### config.mk
export PLATFORM = sky130hd
export DESIGN_NAME = serial_sge
export DESIGN_NICKNAME = d
export VERILOG_FILES = /design/src/rtl/serial_sge.sv
export SDC_FILE = /design/constraint.sdc
export NUM_CORES = 1
export LEC_CHECK = 0
export ABC_AREA = 1
export CAP_MARGIN = 20
export CORE_MARGIN = 1
export CORE_UTILIZATION = 49
export DETAILED_ROUTE_END_ITERATION = 16
export GPL_TIMING_DRIVEN = 0
export PLACE_DENSITY = 0.75
export SKIP_CTS_REPAIR_TIMING = 1
export SYNTH_ARGS = -nofsm -noshare
export SYNTH_HDL_FRONTEND = slang
export SYNTH_SLANG_ARGS = --single-unit
export TNS_END_PERCENT = 30
### constraint.sdc
create_clock -name CLK -period 1.51 [get_ports CLK]
set_input_delay 0.151 -clock CLK [delete_from_list [all_inputs] [get_ports CLK]]
set_output_delay 0.151 -clock CLK [all_outputs]
set_load 0.02 [all_outputs]
### src/rtl/serial_sge.sv
// Bit-serial signed >= / == comparator, LSB-first, one bit per clock, valid/ready on both sides.
// Define SERIAL_SGE_B2B_EN to let DONE hand off a result and accept new operands on the same edge.
module serial_sge #(
  parameter int width = 4
) (
  input  logic             CLK,
  input  logic             RESET,
  input  logic [width-1:0] I0,
  input  logic [width-1:0] I1,
  input  logic             valid_in,
  output logic             ready_out,
  output logic             O,
  output logic             EQ,
  output logic             valid_out,
  input  logic             ready_in
);

  localparam int CW = $clog2(width);
  localparam logic [CW-1:0] LAST = CW'(width - 1);

  typedef enum logic [1:0] {IDLE, BUSY, DONE} state_t;

  state_t           state, state_nxt;
  logic [width-1:0] a_sr, b_sr;
  logic [CW-1:0]    cnt;
  logic             ge, eq;
  logic             accept, last_bit;
  logic             a, b;
  logic             ge_nxt, eq_nxt;

  assign a        = a_sr[0];
  assign b        = b_sr[0];
  assign last_bit = (cnt == LAST);
  assign accept   = valid_in & ready_out;

  // The sign bit carries inverted weight, so a mismatch there flips the verdict.
  assign ge_nxt = (a != b) ? (last_bit ? ~a : a) : ge;
  assign eq_nxt = eq & (a == b);

  always_comb begin
    ready_out = 1'b0;
    if (!RESET) begin
`ifdef SERIAL_SGE_B2B_EN
      ready_out = (state == IDLE) | ((state == DONE) & ready_in);
`else
      ready_out = (state == IDLE);
`endif
    end
  end

  assign valid_out = (state == DONE);

  always_comb begin
    state_nxt = state;
    unique case (state)
      IDLE: if (accept) state_nxt = BUSY;
      BUSY: if (last_bit) state_nxt = DONE;
      DONE: if (ready_in) state_nxt = accept ? BUSY : IDLE;
      default: state_nxt = IDLE;
    endcase
  end

  always_ff @(posedge CLK) begin
    if (RESET) state <= IDLE;
    else       state <= state_nxt;
  end

  always_ff @(posedge CLK) begin
    if (RESET) begin
      a_sr <= '0;
      b_sr <= '0;
      cnt  <= '0;
      ge   <= 1'b1;
      eq   <= 1'b1;
      O    <= 1'b0;
      EQ   <= 1'b0;
    end else if (accept) begin
      a_sr <= I0;
      b_sr <= I1;
      cnt  <= '0;
      ge   <= 1'b1;
      eq   <= 1'b1;
    end else if (state == BUSY) begin
      a_sr <= a_sr >> 1;
      b_sr <= b_sr >> 1;
      ge   <= ge_nxt;
      eq   <= eq_nxt;
      // Counter parks on the sign-bit index instead of wrapping.
      if (last_bit) begin
        O  <= ge_nxt;
        EQ <= eq_nxt;
      end else begin
        cnt <= cnt + 1'b1;
      end
    end
  end

endmodule

==> results.md, run 1 <==
* Status: complete, no violations
* Met2 Track Usage GR at 32.54%
* Antenna violations before repair at 0
* Num ports at 16
* DR iter-0 viols at 11
* Yosys cell types at 23
* Crit Path Max Fanout at 2
* Rel. slew slack at 66.41%
* Setup_tns at 0 ps
* Finish-stage setup viols at 0
* Power Density at 878.6 nW/um2
* CP required at approximately 1400 ps
* Site Rows at 14
* Synth warn at 0
* Post-synthesis sequential area ratio at between 30% and 40%
* Delay-heaviest family, CP: buffers and inverters
* Worst path bufs/invs at 1
* RSZ-0062 raised after global routing: false
* CTS Buf Count at 3
* Grt met3 use at 7.660%
* Die height at 43.12 um
* Die area at 1859 um2
* Commonest non-fill, non-tap cell in the layout: nand2_1
* Hold EP: a_sr[3]
* Final Slew Violations at 0
* Initial DRT Pass Iterations at 5
* FF-to-FF Start: cnt[0]
* Commonest non-fill, non-tap cells in the layout: 35 x nand2_1, 16 x inv_1, 15 x dfxtp_1, 13 x nand3_1
* Total Power at 0.9102 mW
* DP Wirelength at 1.181 mm
* Hold Path Stages at 3
* Nets at 150
* Final period utilization at 92.07%
* Synthesis-to-finish area growth at 25.08%
* Peak VDD IR at approximately 670 uV
* Final Skew at 4.232 ps
* Min-delay src: valid_in
* IO Port Bufs at 14
* Post-Syn Area at 828.3 um2
* Critical Path AT at 1240 ps
* Final ANT Viol Nets at 0
* Clock Sinks at 16
* CP Capture Type: output pin
* Setup crit start kind: register
* Kind of critical path: register to output pin
* Worst-margin pin slew at 503.9 ps
* H-tree levels at 1
* Layout cell share with drive strength beyond 1 at 11.76%
* Slowest cell delay on critical path at 600 ps
* Min-delay worst type: primary input to register
* Core ar. at 1541 um2
* Via density at roughly 5.3
* GPL Wtd Cong at 0.8324
* Vias at 799
* Crit path time final at between 1000 and 1500 ps
* Antenna diode count at 0
* Largest net degree at the start of global routing at 11
* Layout fillers at about 150
* Reg area at 321.6 um2
* Post-synth net total at approximately 130
* GRT busiest layer: met2
* Final hold violations at 0
* TritonCTS clock tree: done
* Drt drc at 0
* Global route overflow at 0
* CP cell instances: clkdlybuf4s50_1
* CTS max path bufs at 2
* WL final at 1.603 mm
* Synthesized instance count at ~120
* Die X at 43.12 um
* Slowest CP cell: clkdlybuf4s50_1
* Worst-Skew Late Latency at 300 ps
* CTS clock-pin slew for the worst setup and hold paths at 100 ps
* Leak at between 0.4 and 0.5 nW
* Synth Register Bits at 16
* Reg2Reg Depth at 6
* Starting Density at 53.73%
* Worst R2R End: O
* M1 GR Usage at roughly 26%
* Max Cap Viol at 0
* Mean post-synth cell area at ~7.0 um2
* Gr usage total at a little over a fifth
* Clock root buffer: clkbuf_4
* DR WL/cell at 10.55 um
* First-pass GRT wire length at 2.904 mm
* Vias in the first global route at just under 700
* FMAX at 719.3 MHz
* Multi-input logic area at 421.7 um2
* FF-to-FF setup slack at 300 ps
## where the power goes
| part | switching, mW | internal (mW) | total [mW] |
|---|---|---|---|
| registers | 0.0142 | 0.444 | 0.458 |
| logic | 0.0873 | 0.0711 | 0.158 |
| clock network | 0.146 | 0.147 | 0.294 |
## cell type report
class | count | area share [%]
repair buffers | 14 | 14.01
clock buffers | 4 | 3.502
well taps | 16 | 1.932
plain buffers | 4 | 2.657
inverters | 17 | 6.159
multi-input cells | 81 | 40.70
flip-flops and latches | 16 | 31.04
## metal layers
layer / vias up / part of all wire (%)
met3: 5 / 4.7
met2: 18 / 48
met5: - / 0
met4: 0 / 2.1
met1: 359 / 45
li1: 417 / -
## worst max-delay path by stage
stage          startpoint        end  cells past startpoint
3_5_place_dp        RESET  ready_out                      3
3_3_place_gp        RESET  ready_out                      3
6_report               EQ         EQ                      1
2_1_floorplan    state[1]    a_sr[3]                      3
4_1_cts          state[1]  ready_out                      2
5_1_grt                EQ         EQ                      1
## cells by family after synthesis
group,Yosys count,synth area share [%]
simple gates,64,37.92
flops,16,38.67
compound gates,15,9.819
fa+ha+maj,1,1.510
buf+inv,21,11.03
xor+xnor,1,1.058
## per-stage QoR
| step | area, um2 | hold WS (ps) | setup WS, ps | util [%] | std cells |
|---|---|---|---|---|---|
| finish | 1036 | 214.6 | 119.8 | 67.21 | 152 |
| detailed placement | 988.4 | 444.9 | -262.3 | 64.12 | 148 |
| global route | 1036 | 222.9 | 47.09 | 67.21 | 152 |
| global placement | 988.4 | 441.1 | -225.3 | 64.12 | 148 |
| floorplan | 828.3 | 295.9 | 196.2 | - | 118 |
| CTS | 1025 | 207.7 | -374.0 | 66.48 | 152 |
## state kept, by name (all words and copies together) (netlist names)
register,flops
state,2
ge,1
a_sr,4
cnt,2
b_sr,4
eq,1
O,1
EQ,1
## cells in the mapped netlist
| master | n | area share, % |
|---|---|---|
| a21oi_2 | 1 | 1.1 |
| nand2_4 | 1 | 1.4 |
| nand3_4 | 1 | 2.1 |
| nand2_1 | 35 | 16 |
| buf_6 | 1 | 1.4 |
| buf_4 | 1 | 0.91 |
| nand3_1 | 13 | 7.9 |
| xor2_1 | 1 | 1.1 |
| dfxtp_1 | 16 | 39 |
| inv_1 | 16 | 7.3 |
| clkbuf_1 | 1 | 0.45 |
| nor3_1 | 1 | 0.60 |
| a21oi_1 | 12 | 7.3 |
| nor2_1 | 3 | 1.4 |
| inv_2 | 1 | 0.45 |
| o21ai_0 | 1 | 0.60 |
| nand2_2 | 1 | 0.76 |
| buf_2 | 1 | 0.60 |
| o21a_1 | 1 | 0.91 |
| ha_1 | 1 | 1.5 |
| and2_1 | 1 | 0.76 |
| nor2_4 | 2 | 2.7 |
| nand4_1 | 6 | 4.5 |
Note: power is estimated with default switching activity, not from simulation.
==> run 2, diff against run 1 <==
--- a/config.mk
+++ b/config.mk
@@ -8,10 +8,10 @@
 export ABC_AREA = 1
 export CAP_MARGIN = 20
 export CORE_MARGIN = 1
-export CORE_UTILIZATION = 49
+export CORE_UTILIZATION = 53
 export DETAILED_ROUTE_END_ITERATION = 16
 export GPL_TIMING_DRIVEN = 0
-export PLACE_DENSITY = 0.75
+export PLACE_DENSITY = 0.8
 export SKIP_CTS_REPAIR_TIMING = 1
 export SYNTH_ARGS = -nofsm -noshare
 export SYNTH_HDL_FRONTEND = slang
==> constraint.sdc (replaced) <==
create_clock -name CLK -period 1.6 [get_ports CLK]
set_input_delay 0.16 -clock CLK [delete_from_list [all_inputs] [get_ports CLK]]
set_output_delay 0.16 -clock CLK [all_outputs]
set_load 0.02 [all_outputs]
==> run 2 against run 1 <==
Final cell count shrank 0.66%. Via count shrank 0.25%. Cell area shrank 0.12%. Hold slack gained 24 ps. Wire length grew 8.9%. Register-to-register slack gained 70 ps. Critical path depth is the same. First-iteration DRC count shrank 27%.
==> results.md, run 2 (synthesis gave the netlist of run 1 again) <==
* TritonCTS clock tree: done
* CTS clock-pin slew for the worst setup and hold paths at 100 ps (about the same)
* Multi-input logic area at 421.7 um2 (unchanged)
* Rel. slew slack at 67.88% (+1.5 points)
* Final Non-Filler Cells at 151 (-0.66%)
* Drt drc at 0 (unchanged)
* Setup WS pre-CTS at -163.2 ps (+99.08 ps)
* Clock root buffer: clkbuf_4
* Comb pwr share at 17.7% (+0.3 points)
* CP Capture Type: output pin
* Post-layout util at 74.84% (+7.6 points)
* Crit path time final at ~1400 ps
* DR iter-0 viols at 8 (-3)
* Die height at 41.53 um (-3.7%)
* Top Registers: a_sr x4, b_sr x4
* Final ANT Viol Nets at 0 (unchanged)
* Starting Density at 59.91% (+6.2 points)
* DP Wirelength at 1.260 mm (+6.7%)
* CTS max path bufs at 2 (unchanged)
* Sw Pwr at 0.2317 mW (-6.5%)
* CTS Buf Count at 3 (unchanged)
* Final period utilization at 86.31%
* Internal at 0.6246 mW (-5.7%)
* Die X at 41.53 um (-3.7%)
* Die area at 1725 um2 (-7.2%)
* Final Slew Violations at 0 (unchanged)
* Worst-margin pin slew at 481.8 ps (-22.04 ps)
* Status: complete, no violations
* Global route overflow at 0 (unchanged)
* Leak at 0.4875 nW (unchanged)
* Vias in the first global route at 721 (+3.6%)
* Critical Path AT at 1220 ps (-20 ps)
* Antenna violations before repair at 0 (unchanged)
* WL final at 1.746 mm (+8.9%)
* FF-to-FF setup slack at 370 ps (+70 ps)
* Dpl cell area at 987.2 um2 (-0.13%)
* Sw Share at 27.06% (-0.17 points)
* Worst-Skew Late Latency at 280 ps (-20 ps)
* RSZ-0062 raised after global routing: false
* Vias at 797 (-0.25%)
* Reg area at 321.6 um2 (unchanged)
* Commonest non-fill, non-tap cell in the layout: nand2_1
* Layout cell share with drive strength beyond 1 at 11.76% (unchanged)
* Cell area after layout at 1035 um2 (-0.12%)
* Min-delay worst type: primary input to register
* Kind of critical path: register to output pin
* Layout fillers at 112 (-25%)
* Power Density at 827.5 nW/um2 (-5.8%)
* Largest net degree at the start of global routing at 11 (unchanged)
* Clock Sinks at 16 (unchanged)
* Gr usage total at 21.38% (+0.12 points)
* GPL Wtd Cong at 0.8151 (-2.1%)
* FMAX at 724.2 MHz
* DR WL/cell at 11.56 um (+9.6%)
* Hold WS at 238.7 ps (+24.03 ps)
* H-tree levels at 1 (unchanged)
* Delay-heaviest family, CP: buffers and inverters
* Max Cap Viol at 0 (unchanged)
* CP cell instances: clkdlybuf4s50_1
* Finish-stage setup viols at 0 (unchanged)
* Slowest cell delay on critical path at 600 ps (about the same)
* First-pass GRT wire length at 2.953 mm (+1.7%)
* Num ports at 16 (unchanged)
* Initial DRT Pass Iterations at 4 (-1)
* Final hold violations at 0 (unchanged)
* Setup crit start kind: register
* Inst Count DP at 147 (-0.68%)
* Antenna diode count at 0 (unchanged)
* Final Skew at 4.682 ps (+0.4505 ps)
* Core ar. at 1383 um2 (-10%)
* Synthesis-to-finish area growth at 24.92%
* PnR worst setup slack at 219.1 ps (+99.31 ps)
* Clock power share at 31.6% (-0.7 points)
* Part of the power in registers at 50.7% (+0.4 points)
* Commonest non-fill, non-tap cells in the layout: 35 x nand2_1, 16 x inv_1, 15 x dfxtp_1, 13 x nand3_1
* Peak VDD IR at 601.2 uV (-10%)
* CP required at 1440 ps (+80 ps)
* Nets at 150 (unchanged)
* Crit Path Max Fanout at 2 (unchanged)
* Site Rows at 13 (-1)
* Via density at 5.278 (+0.41%)
* IO Port Bufs at 14 (unchanged)
* Worst path bufs/invs at 1 (unchanged)
* Slowest CP cell: clkdlybuf4s50_1
run 2: stage by stage:
step	power, mW	setup TNS [ps]
2_1_floorplan	0.5398	0
3_3_place_gp	0.5880	-170.6
5_1_grt	0.8963	0
3_5_place_dp	0.5929	-163.2
6_report	0.8562	0
4_1_cts	0.8600	-450.1
run 2: final timing paths:
| path | from | depth (start not counted) | to |
|---|---|---|---|
| setup / recovery | EQ | 1 | EQ |
| hold / removal | valid_in | 3 | a_sr[3] |
| setup reg to reg | state[0] | 6 | a_sr[2] |
| hold reg to reg | eq | 2 | eq |
run 2: area by class of cell:
cell class                 instances  area share, %
inverter                          17          6.167
sequential                        16          31.08
buffer                             4          2.660
clock buffer                       4          3.507
timing repair buffer              14          14.03
tap                               15          1.814
multi-input combinational         81          40.75
run 2: worst register-to-register path: cells and delay by family (launching register included):
family / cells / cell delay (ps)
simple gates: 4 / 490
flops: 1 / 460
buf+inv: 1 / 110
compound gates: 1 / 110
run 2: per-layer routing:
metal / track usage (%) / wire, um / vias to the layer above
met5: 0 / 0 / -
met4: 5.806 / 10 / 0
met3: 2.609 / 37 / 2
met2: 35.31 / 810 / 10
met1: 29.40 / 888 / 370
li1: - / - / 415
run 2: power by group through the flow:
stage / Combinational, mW / Clock [mW] / Sequential (mW)
6_report: 0.152 / 0.270 / 0.434
2_1_floorplan: 0.101 / 0 / 0.439
4_1_cts: 0.152 / 0.275 / 0.433
5_1_grt: 0.167 / 0.293 / 0.436
3_3_place_gp: 0.147 / 0 / 0.441
3_5_place_dp: 0.151 / 0 / 0.442
==> run 3, diff against run 2 <==
--- a/config.mk
+++ b/config.mk
@@ -6,7 +6,6 @@
 export NUM_CORES = 1
 export LEC_CHECK = 0
 export ABC_AREA = 1
-export CAP_MARGIN = 20
 export CORE_MARGIN = 1
 export CORE_UTILIZATION = 53
 export DETAILED_ROUTE_END_ITERATION = 16
==> constraint.sdc (replaced) <==
create_clock -name CLK -period 1.6 [get_ports CLK]
set_input_delay 0.4 -clock CLK [delete_from_list [all_inputs] [get_ports CLK]]
set_output_delay 0.4 -clock CLK [all_outputs]
set_load 0.02 [all_outputs]
==> run 3 against run 2 <==
Setup slack worse by 180 ps. Maximum frequency down 12%. Core utilization up 0.45 points. Critical endpoint is now valid_out. Critical path type unchanged. Hold slack better by 230 ps. Clock-buffer cell count unchanged. Via count up 1.6%. Final cell count unchanged. Sequential cell count unchanged.
==> results.md, run 3 (synthesis gave the netlist of run 1 again) <==
* Cell area after layout at 1041 um2 (+0.60%)
* Starting Density at 59.91% (unchanged)
* Gr usage total at 21.38% (unchanged)
* Total Power at 0.8576 mW (+0.17%)
* Die X at 41.53 um (unchanged)
* H-tree levels at 1 (unchanged)
* Status: complete, no violations
* Die area at 1725 um2 (unchanged)
* CP Capture Type: output pin
* Setup crit start kind: register
* Antenna violations before repair at 0 (unchanged)
* Min-delay worst type: register to register
* WL final at 1.734 mm (-0.69%)
* DP Wirelength at 1.260 mm (unchanged)
* Crit. Startpoint: state[1]
* Largest net degree at the start of global routing at 11 (unchanged)
* Commonest non-fill, non-tap cells in the layout: 35 x nand2_1, 16 x inv_1, 15 x dfxtp_1, 13 x nand3_1, 12 x a21oi_1
* CTS Buf Count at 3 (unchanged)
* Vias in the first global route at 721 (unchanged)
* Final hold violations at 0 (unchanged)
* Clock Sinks at 16 (unchanged)
* RSZ-0062 raised after global routing: true
* GPL Wtd Cong at 0.8151 (unchanged)
* Power Density at 823.9 nW/um2 (-0.44%)
* Via density at 5.364 (+1.6%)
* CTS max path bufs at 2 (unchanged)
* Critical Path AT at 1160 ps (-60 ps)
* TritonCTS clock tree: done
* FMAX at 640.4 MHz (-12%)
* Antenna diode count at 0 (unchanged)
* Dpl cell area at 987.2 um2 (unchanged)
* Initial DRT Pass Iterations at 4 (unchanged)
* Top Registers: a_sr x4, b_sr x4
* Core ar. at 1383 um2 (unchanged)
* Worst-Skew Late Latency at 290 ps (about the same)
* Critical Path End: valid_out
* Kind of critical path: register to output pin
* DR WL/cell at 11.48 um (-0.69%)
* Final Slew Violations at 0 (unchanged)
* Crit path time final at 1562 ps (+180.7 ps)
* Finish-stage setup viols at 0 (unchanged)
* DR iter-0 viols at 13 (+5)
* Layout cell share with drive strength beyond 1 at 12.50% (+0.74 points)
* Rel. slew slack at 68.34% (+0.46 points)
* Multi-input logic area at 427.9 um2 (+1.5%)
* CP required at 1200 ps (-240 ps)
* Reg2Reg Depth at 6 (unchanged)
* Reg area at 321.6 um2 (unchanged)
* Commonest non-fill, non-tap cell in the layout: nand2_1
* FF-to-FF setup slack at 340 ps (-30 ps)
* Clock root buffer: clkbuf_4
* IO Port Bufs at 14 (unchanged)
* Site Rows at 13 (unchanged)
* Num ports at 16 (unchanged)
* Nets at 150 (unchanged)
* FF-to-FF Start: state[0]
* Die height at 41.53 um (unchanged)
* CP cell instances: inv_1 > nor2_1 > dlymetal6s2s_1
* CTS clock-pin slew for the worst setup and hold paths at 100 ps (about the same)
* Global route overflow at 0 (unchanged)
* First-pass GRT wire length at 2.953 mm (unchanged)
* Max Cap Viol at 0 (unchanged)
* Drt drc at 0 (unchanged)
* Worst R2R End: a_sr[2]
* Slowest CP cell: dfxtp_2
* Leak at 0.5232 nW (+7.3%)
* Final Skew at 5.419 ps (+0.7365 ps)
* Worst-margin pin slew at 474.9 ps (-6.945 ps)
* Synthesis-to-finish area growth at 25.68%
* Slowest cell delay on critical path at 440 ps (-160 ps)
* Vias at 810 (+1.6%)
* Layout fillers at 111 (-0.89%)
* Setup_tns at 0 ps (unchanged)
* Peak VDD IR at 599.3 uV (-0.31%)
* Crit Path Max Fanout at 4 (+2)
* Final period utilization at 97.60% (+11 points)
* Final ANT Viol Nets at 0 (unchanged)
## run 3: cell types whose count changed in the layout (fill, tap and decap cells not counted)
cell	change
nor3_2	-1
clkdlybuf4s50_1	-3
dlymetal6s2s_1	+2
nor3_4	+1
buf_2	+1
## run 3: cell type report
class	count	area share [%]
inverter	17	6.130
tap	15	1.803
timing repair buffer	14	13.94
sequential	16	30.89
multi-input combinational	81	41.11
clock buffer	4	3.486
buffer	4	2.644
## run 3: worst max-delay path, delay by kind of cell (launching register included)
kind,cells,cell delay (ps)
buffers and inverters,2,310
DFF,1,440
and+or+nand+nor,1,120
## run 3: worst min path at each step
stage                   from  endpoint  slack, ps  cells after the start
floorplan                 ge        ge        430                      2
global placement          eq        eq        450                      2
detailed placement        eq        eq        450                      2
CTS                       eq        eq        460                      2
global route        valid_in   b_sr[3]        490                      3
finish                    eq        eq        470                      2
## run 3: stage by stage
step,worst slack (ps),instances,utilization (%),hold WS (ps)
4_1_cts,-648.4,151,74.03,464.4
3_5_place_dp,-643.2,147,71.40,450.1
2_1_floorplan,226.8,118,-,430.1
3_3_place_gp,-650.6,147,71.40,447.8
5_1_grt,-44.56,151,75.29,490.3
6_report,38.39,151,75.29,465.3
## run 3: report_power, final
| group | leakage, nW | total [mW] | switching (mW) | internal [mW] |
|---|---|---|---|---|
| Sequential | 0.131 | 0.434 | 0.0153 | 0.419 |
| Combinational | 0.371 | 0.151 | 0.0847 | 0.0661 |
| Clock | 0.0210 | 0.273 | 0.134 | 0.139 |
| Total | 0.523 | 0.858 | 0.234 | 0.624 |
## run 3: routing by layer
metal  part of all wire [%]  GRT usage, %
met1                     50         29.40
met2                     45         35.31
met3                    3.2         2.609
met4                    1.4         5.806
met5                      0             0
